## config.mk

```make
export PLATFORM = sky130hd
export DESIGN_NAME = demux_1_2_34_stream
export DESIGN_NICKNAME = d
export VERILOG_FILES = /design/src/rtl/demux_1_2_34_stream_pkg.sv /design/src/rtl/demux_1_2_34_stream_out_slot.sv /design/src/rtl/demux_1_2_34_stream.sv
export SDC_FILE = /design/constraint.sdc
export NUM_CORES = 1
export LEC_CHECK = 0
export CORE_ASPECT_RATIO = 0.7
export CORE_UTILIZATION = 48
export DETAILED_ROUTE_END_ITERATION = 10
export MAX_ROUTING_LAYER = met4
export PLACE_DENSITY_LB_ADDON = 0.1
export RECOVER_POWER = 100
export SYNTH_ARGS = -nofsm -noshare
export SYNTH_HDL_FRONTEND = slang
export SYNTH_SLANG_ARGS = --single-unit
```

## constraint.sdc

```tcl
create_clock -name clk -period 2.91 [get_ports clk]
set_input_delay 0.4365 -clock clk [delete_from_list [all_inputs] [get_ports clk]]
set_output_delay 0.4365 -clock clk [all_outputs]
set_load 0.02 [all_outputs]
```

## src/rtl/demux_1_2_34_stream_pkg.sv

```systemverilog
// demux_1_2_34_stream_pkg: select encoding and default word width shared with the 2:1 selector users
package demux_1_2_34_stream_pkg;
    localparam logic SEL_OUT1 = 1'b0;
    localparam logic SEL_OUT2 = 1'b1;
    localparam int DATA_W = 34;
endpackage

```

## src/rtl/demux_1_2_34_stream_out_slot.sv

```systemverilog
// out_slot_34: one-entry output register slice; a load always wins so drain+refill keeps 1 word/cycle
module out_slot_34
    import demux_1_2_34_stream_pkg::*;
#(
    parameter int WIDTH = DATA_W
) (
    input  logic             clk,
    input  logic             rst_n,
    input  logic             load,
    input  logic [WIDTH-1:0] in_data,
    output logic [WIDTH-1:0] data,
    output logic             valid,
    input  logic             ready
);
    always_ff @(posedge clk or negedge rst_n) begin
        if (!rst_n) begin
            data  <= '0;
            valid <= 1'b0;
        end else if (load) begin
            data  <= in_data;
            valid <= 1'b1;
        end else if (ready) begin
            valid <= 1'b0;
        end
    end
endmodule

```

## src/rtl/demux_1_2_34_stream.sv

```systemverilog
// demux_1_2_34_stream: registered 1-to-2 valid/ready demux with alternation pointer and per-channel counters
module demux_1_2_34_stream
    import demux_1_2_34_stream_pkg::*;
#(
    parameter int WIDTH = DATA_W,
    parameter int CNT_W = 8
) (
    input  logic             clk,
    input  logic             rst_n,
    input  logic             clear,
    input  logic             alt_en,
    input  logic [WIDTH-1:0] in_data,
    input  logic             in_sel,
    input  logic             in_valid,
    output logic             in_ready,
    output logic [WIDTH-1:0] out1_data,
    output logic             out1_valid,
    input  logic             out1_ready,
    output logic [WIDTH-1:0] out2_data,
    output logic             out2_valid,
    input  logic             out2_ready,
    output logic [CNT_W-1:0] cnt1,
    output logic [CNT_W-1:0] cnt2
);
    logic ptr, target, free1, free2, accept, load1, load2;

    // A slot can take a word if empty or being drained this cycle
    always_comb begin
        target   = alt_en ? ptr : in_sel;
        free1    = !out1_valid || out1_ready;
        free2    = !out2_valid || out2_ready;
        in_ready = !clear && (target == SEL_OUT2 ? free2 : free1);
        accept   = in_valid && in_ready;
        load1    = accept && target == SEL_OUT1;
        load2    = accept && target == SEL_OUT2;
    end

    out_slot_34 #(.WIDTH(WIDTH)) u_slot1 (
        .clk     (clk),
        .rst_n   (rst_n),
        .load    (load1),
        .in_data (in_data),
        .data    (out1_data),
        .valid   (out1_valid),
        .ready   (out1_ready)
    );

    out_slot_34 #(.WIDTH(WIDTH)) u_slot2 (
        .clk     (clk),
        .rst_n   (rst_n),
        .load    (load2),
        .in_data (in_data),
        .data    (out2_data),
        .valid   (out2_valid),
        .ready   (out2_ready)
    );

    always_ff @(posedge clk or negedge rst_n) begin
        if (!rst_n) begin
            ptr  <= 1'b0;
            cnt1 <= '0;
            cnt2 <= '0;
        end else if (clear) begin
            ptr  <= 1'b0;
            cnt1 <= '0;
            cnt2 <= '0;
        end else begin
            if (load1) cnt1 <= cnt1 + CNT_W'(1);
            if (load2) cnt2 <= cnt2 + CNT_W'(1);
            if (accept && alt_en) ptr <= !ptr;
        end
    end
endmodule

```

# --- Word-level counts from Yosys, hierarchy flattened ---
# Cells that the tools add are included.
word_totals:
  inputBits: 42
  reg_bits: 87
  out_inout_bits: 87
classes:
  add_sub_neg: 2
  reduce_logical: 16
  bitwise_logic: 1
  muxes: 12
op_table:
  columns: ["op", "n"]
  rows:
  - ["$mux W8", 4]
  - ["$add A8 B1 Y8 const B", 2]
  - ["$reduce_bool A2 Y1", 5]
  - ["$mux W1", 8]
  - ["$logic_and A1 B1 Y1", 5]
  - ["$logic_not A1 Y1", 4]
  - ["$logic_or A1 B1 Y1", 2]
  - ["$not A1 Y1", 1]

# --- Longest topological paths before layout ---
# Gate-level depths: netlist of run 1.
logic_depth:
  depth_word: 8
  mapped_depth: 6
  depth_no_buf: 5

# --- By module ---
# From an unflattened synthesis of run 1, not the netlist that was laid out.
hier_totals:
  cells_unflattened: 244
  hier_area_um2: 3849.9
by_module_without_submodules:
  columns: ["mod", "instances", "seq_area_each_um2", "area_each_um2", "cells_per_inst"]
  rows:
  - ["out_slot_34", 2, 875.8, 1450.1, 75]
  - ["demux_1_2_34_stream", 1, 425.4, 949.7, 94]

# --- Worst setup path before layout of run 1 ---
# OpenSTA, ideal clock, no wires.
synth_path:
  kind: "input port to flip-flop"
  startpoint: "in alt_en"
  endpoint: "reg u_slot1.data[10]"
  t_arrival_ns: 1.700
  stages: 6
  path_buffers: 2
  path_slack_ns: 1.085
  path_cell_list: "mux2i_2 nand3_4 or2_1 buf_6 buf_12 mux2_4"
synth_between:
  elab_chain_cells: 5
synth_lines:
  columns: ["element", "line", "text"]
  rows:
  - ["start: declaration", "demux_1_2_34_stream.sv:11", "input logic alt_en,"]
  - ["$mux W1 *", "demux_1_2_34_stream.sv:29", "target = alt_en ? ptr : in_sel;"]
  - ["$mux W1", "demux_1_2_34_stream.sv:32", "in_ready = !clear && (target == SEL_OUT2 ? free2 : free1);"]
  - ["$logic_and A1 B1 Y1", "demux_1_2_34_stream.sv:32", null]
  - ["$logic_and A1 B1 Y1", "demux_1_2_34_stream.sv:33", "accept = in_valid && in_ready;"]
  - ["$logic_and A1 B1 Y1 *", "demux_1_2_34_stream.sv:34", "load1 = accept && target == SEL_OUT1;"]
  - ["end signal: assignment", "demux_1_2_34_stream_out_slot.sv:20", "data <= in_data;"]
  - ["end: declaration", "demux_1_2_34_stream_out_slot.sv:11", "output logic [WIDTH-1:0] data,"]
# Every way passes the cells marked *; elsewhere a longest branch is shown, timed or not.
# A chain may end at the register's enable or synchronous reset.

# --- Worst setup path in the final report of run 1 ---
layout_path:
  startpoint: "in alt_en"
  endpoint: "out in_ready"
layout_between:
  elab_chain_cells: 3
layout_lines:
  columns: ["element", "line", "text"]
  rows:
  - ["$mux W1", "demux_1_2_34_stream.sv:29", null]
  - ["$mux W1", "demux_1_2_34_stream.sv:32", null]
  - ["$logic_and A1 B1 Y1", "demux_1_2_34_stream.sv:32", null]
  - ["end: declaration", "demux_1_2_34_stream.sv:15", "output logic in_ready,"]
# Every way passes these cells.

==> impl_metrics.ini, run 1 <==
[status]
outcome = finished with violations
violations = max-capacitance violations, max-slew violations

[timing]
worstMarginPinSlew_ns = 2.09
relSlewSlack_pct = -39.6
final-setup-viol-count = 0
final_max_slew_viol_count = 88
fmax_mhz = 365
period_needed_ns = 2.74
fin_skew_ns = 0.00525
rsz0062_at_grt = no
fin_crit_sh_pct = 94.3
hold_violations = 0
tns_ns = 0
fin_hold_ws_ns = 0.484

[setup_path]
end_kind = output pin
cp-start-kind = input port
crit_chain = clkdlybuf4s50_1 > mux2_4 > a211oi_1 > dlygate4sd3_1
crit_family = buffers and inverters
cp_max_fo = 7
critPathRequiredTime_ns = 2.47
crit_slowest_cell = dlygate4sd3_1
arrival_ns = 2.31
crit_type = input port to output pin
cpPeakStageDelay_ns = 0.71
critPathBufInv = 2

[floorplanning]
die_x_um = 107
rows = 26
die_area_um2 = 8030
start_util_pct = 50.1
core_um2 = 7350
die_h_um = 75.3
ios = 129

[clock_tree]
clk_pin_slew_ns = 0.08
cts_resized = 0
cts_tree = built
worstSkewPairLatency_ns = 0.36
post_cts_buffers = 0
cts-htree-levels = 3
ctsLongestPathBuffers = 2
root_buffer = clkbuf_8
ctsHoldBuffers = 0
cts.sinks = 87
cts_buffers = 9

[routing]
drc_errors = 0
routed_wl_um = 7920
first_iter_violations = 111
viasPerCell = 5.08
antenna_left = 0
drt_first_pass_iters = 4
wl_per_cell_um = 16.5
vias = 2445

[power_and_ir_drop]
peakVddDrop_mv = 0.464
p_int_mw = 2.60
powerDensity_nw_per_um2 = 722
leakagePower_nw = 2.23
switchingPower_mw = 1.10
pwr-share-seq_pct = 42.8
pwr-share-comb_pct = 30.3
swShare_pct = 29.7
pwr-share-clk_pct = 26.9

[synthesis]
synthesis.nets = 288
netlist_area_um2 = 3680
synthTopCellsByArea = dfrtp_1 59%, mux2_4 12%, mux2_2 10%, mux2_1 1.8%, buf_12 1.6%
netlist.area_leader.share_pct = 59.1
yosysWarningCount = 0
synth_area_leader_cell = dfrtp_1
ys_ff_latch = 87
ys_types = 38
synth_flop_cell = dfrtp_1
avgSynthCellArea_um2 = 15.1
synth_cells = 244
async_reset_ff_share_pct = 100
seq_area_frac_synth_pct = 59.1
synth_edf_count = 0

[finish]
layout-drive-gt1-share_pct = 15.1
n_fill_cell = 561
area_delta_synth_final_pct = 39.0
n_antenna_cell = 0
final_nets = 422
fin_util_pct = 69.6

[flow_run]
cap_violations = 1

[global_route]
grt_overflow = 0
grt_usage_pct = 21.5
antenna_found_initial = 0
grt_pass1_wl_um = 12200
first_global_vias = 2375
grt_max_degree = 88

[placed_design]
gp_congestion = 0.861
io_buffers = 128
hpwl_um = 5590

[hold_path]
hold_path_class = register to register
==> per-stage QoR <==
| stage | total power [mW] | area, um2 | std cells | setup WS, ns |
|---|---|---|---|---|
| 6_report | 3.70 | 5120 | 481 | 0.167 |
| 5_1_grt | 3.88 | 5120 | 481 | 0.0942 |
| 4_1_cts | 3.94 | 5270 | 481 | 0.200 |
| 3_5_place_dp | 2.93 | 5030 | 465 | 0.221 |
| 3_3_place_gp | 2.89 | 5030 | 465 | 0.217 |
| 2_1_floorplan | 2.26 | 3680 | 244 | 1.08 |
==> worst register-to-register path, stage by stage (launching register included) <==
cell and delay [ns]:
dfrtp_1 0.39, mux2_4 0.21, nand3_1 0.32, nor2_4 0.16, clkbuf_2 0.71, mux2_2 0.45
==> power groups by stage <==
stage                     Sequential [mW]  Clock (mW)  Combinational, mW
final                                1.58       0.995               1.12
after global routing                 1.62        1.07               1.19
after CTS                            1.60        1.03               1.32
after detailed placement             1.62           0               1.31
after global placement               1.61           0               1.29
after floorplan                      1.92           0              0.341
==> area by class of cell <==
cell class,instances,area (um2),share of cell area [%]
Timing Repair Buffer,133,1310,25.6
Multi-Input combinational cell,147,1270,24.8
Tap cell,98,123,2.40
Sequential cell,87,2180,42.5
Clock buffer,13,149,2.91
Clock inverter,3,90.1,1.76
==> flip-flops by register name, indices dropped and copies added (netlist names) <==
signal and count:
u_slot1.data 34, u_slot2.data 34, cnt1 8, cnt2 8, ptr 1, u_slot1.valid 1
u_slot2.valid 1
==> synth_stat cells (all sizes together) (3+ instances only) <==
cell type   n
a21oi       4
buf         9
dfrtp      87
mux2       69
mux2i       3
nand2       9
nand3       4
nand4       4
nor2       15
nor3        3
nor4        4
o31ai       3
or4         3
xnor2       6
xor2        4
==> routing by layer <==
| layer | up-vias | global-route usage (%) | wire length, um |
|---|---|---|---|
| met1 | 1208 | 28.1 | 3620 |
| met4 | 0 | 7.76 | 86 |
| met3 | 9 | 6.06 | 489 |
| met5 | - | - | 0 |
| met2 | 88 | 32.5 | 3730 |
| li1 | 1140 | - | - |
==> final timing paths <==
path / start / end / slack (ns) / depth (start not counted)
hold / removal: u_slot2.data[2] / u_slot2.data[2] / 0.48 / 1
setup / recovery: alt_en / in_ready / 0.17 / 4
hold reg to reg: u_slot2.data[2] / u_slot2.data[2] / 0.48 / 1
min in group asynchronous: rst_n / u_slot1.data[4] / 0.68 / 1
max in group asynchronous: rst_n / cnt1[2] / 1.01 / 1
setup reg to reg: ptr / u_slot2.data[32] / 0.57 / 5
==> layout by cell type (no fill, tap or decap), types with 2 or more instances in the layout <==
master / instances
clkdlybuf4s50_1: 39
o31ai_1: 3
nor2_1: 14
nand2_1: 9
nor2b_1: 2
clkbuf_2: 3
mux2_2: 33
a21oi_1: 4
or4_1: 3
clkbuf_1: 3
nor4_1: 4
dfrtp_1: 87
xnor2_1: 6
and3_1: 2
nor3_1: 3
nand3_1: 4
mux2i_1: 3
nand4_1: 4
or2_2: 2
clkbuf_8: 10
ha_1: 2
dlygate4sd3_1: 88
xor2_1: 4
mux2_1: 35
bufinv_16: 3
buf_4: 3
==> cell families after synthesis <==
logic type / count (synthesis) / synth area share, %
and+or+nand+nor: 52 / 7.88
xor gates and xnor gates: 10 / 2.38
adders and majority gates: 2 / 0.679
muxes: 72 / 25.1
DFF: 87 / 59.1
AOI/OAI and AO/OA: 11 / 1.90
buffers and inverters: 10 / 2.96
Note: power is estimated with default switching activity, not from simulation.
==> run 2: changes to the inputs <==
SLEW_MARGIN = 0   (was unset)
==> results of run 2 <==
No change in the layout: final DEF, timing and power equal those of run 1.
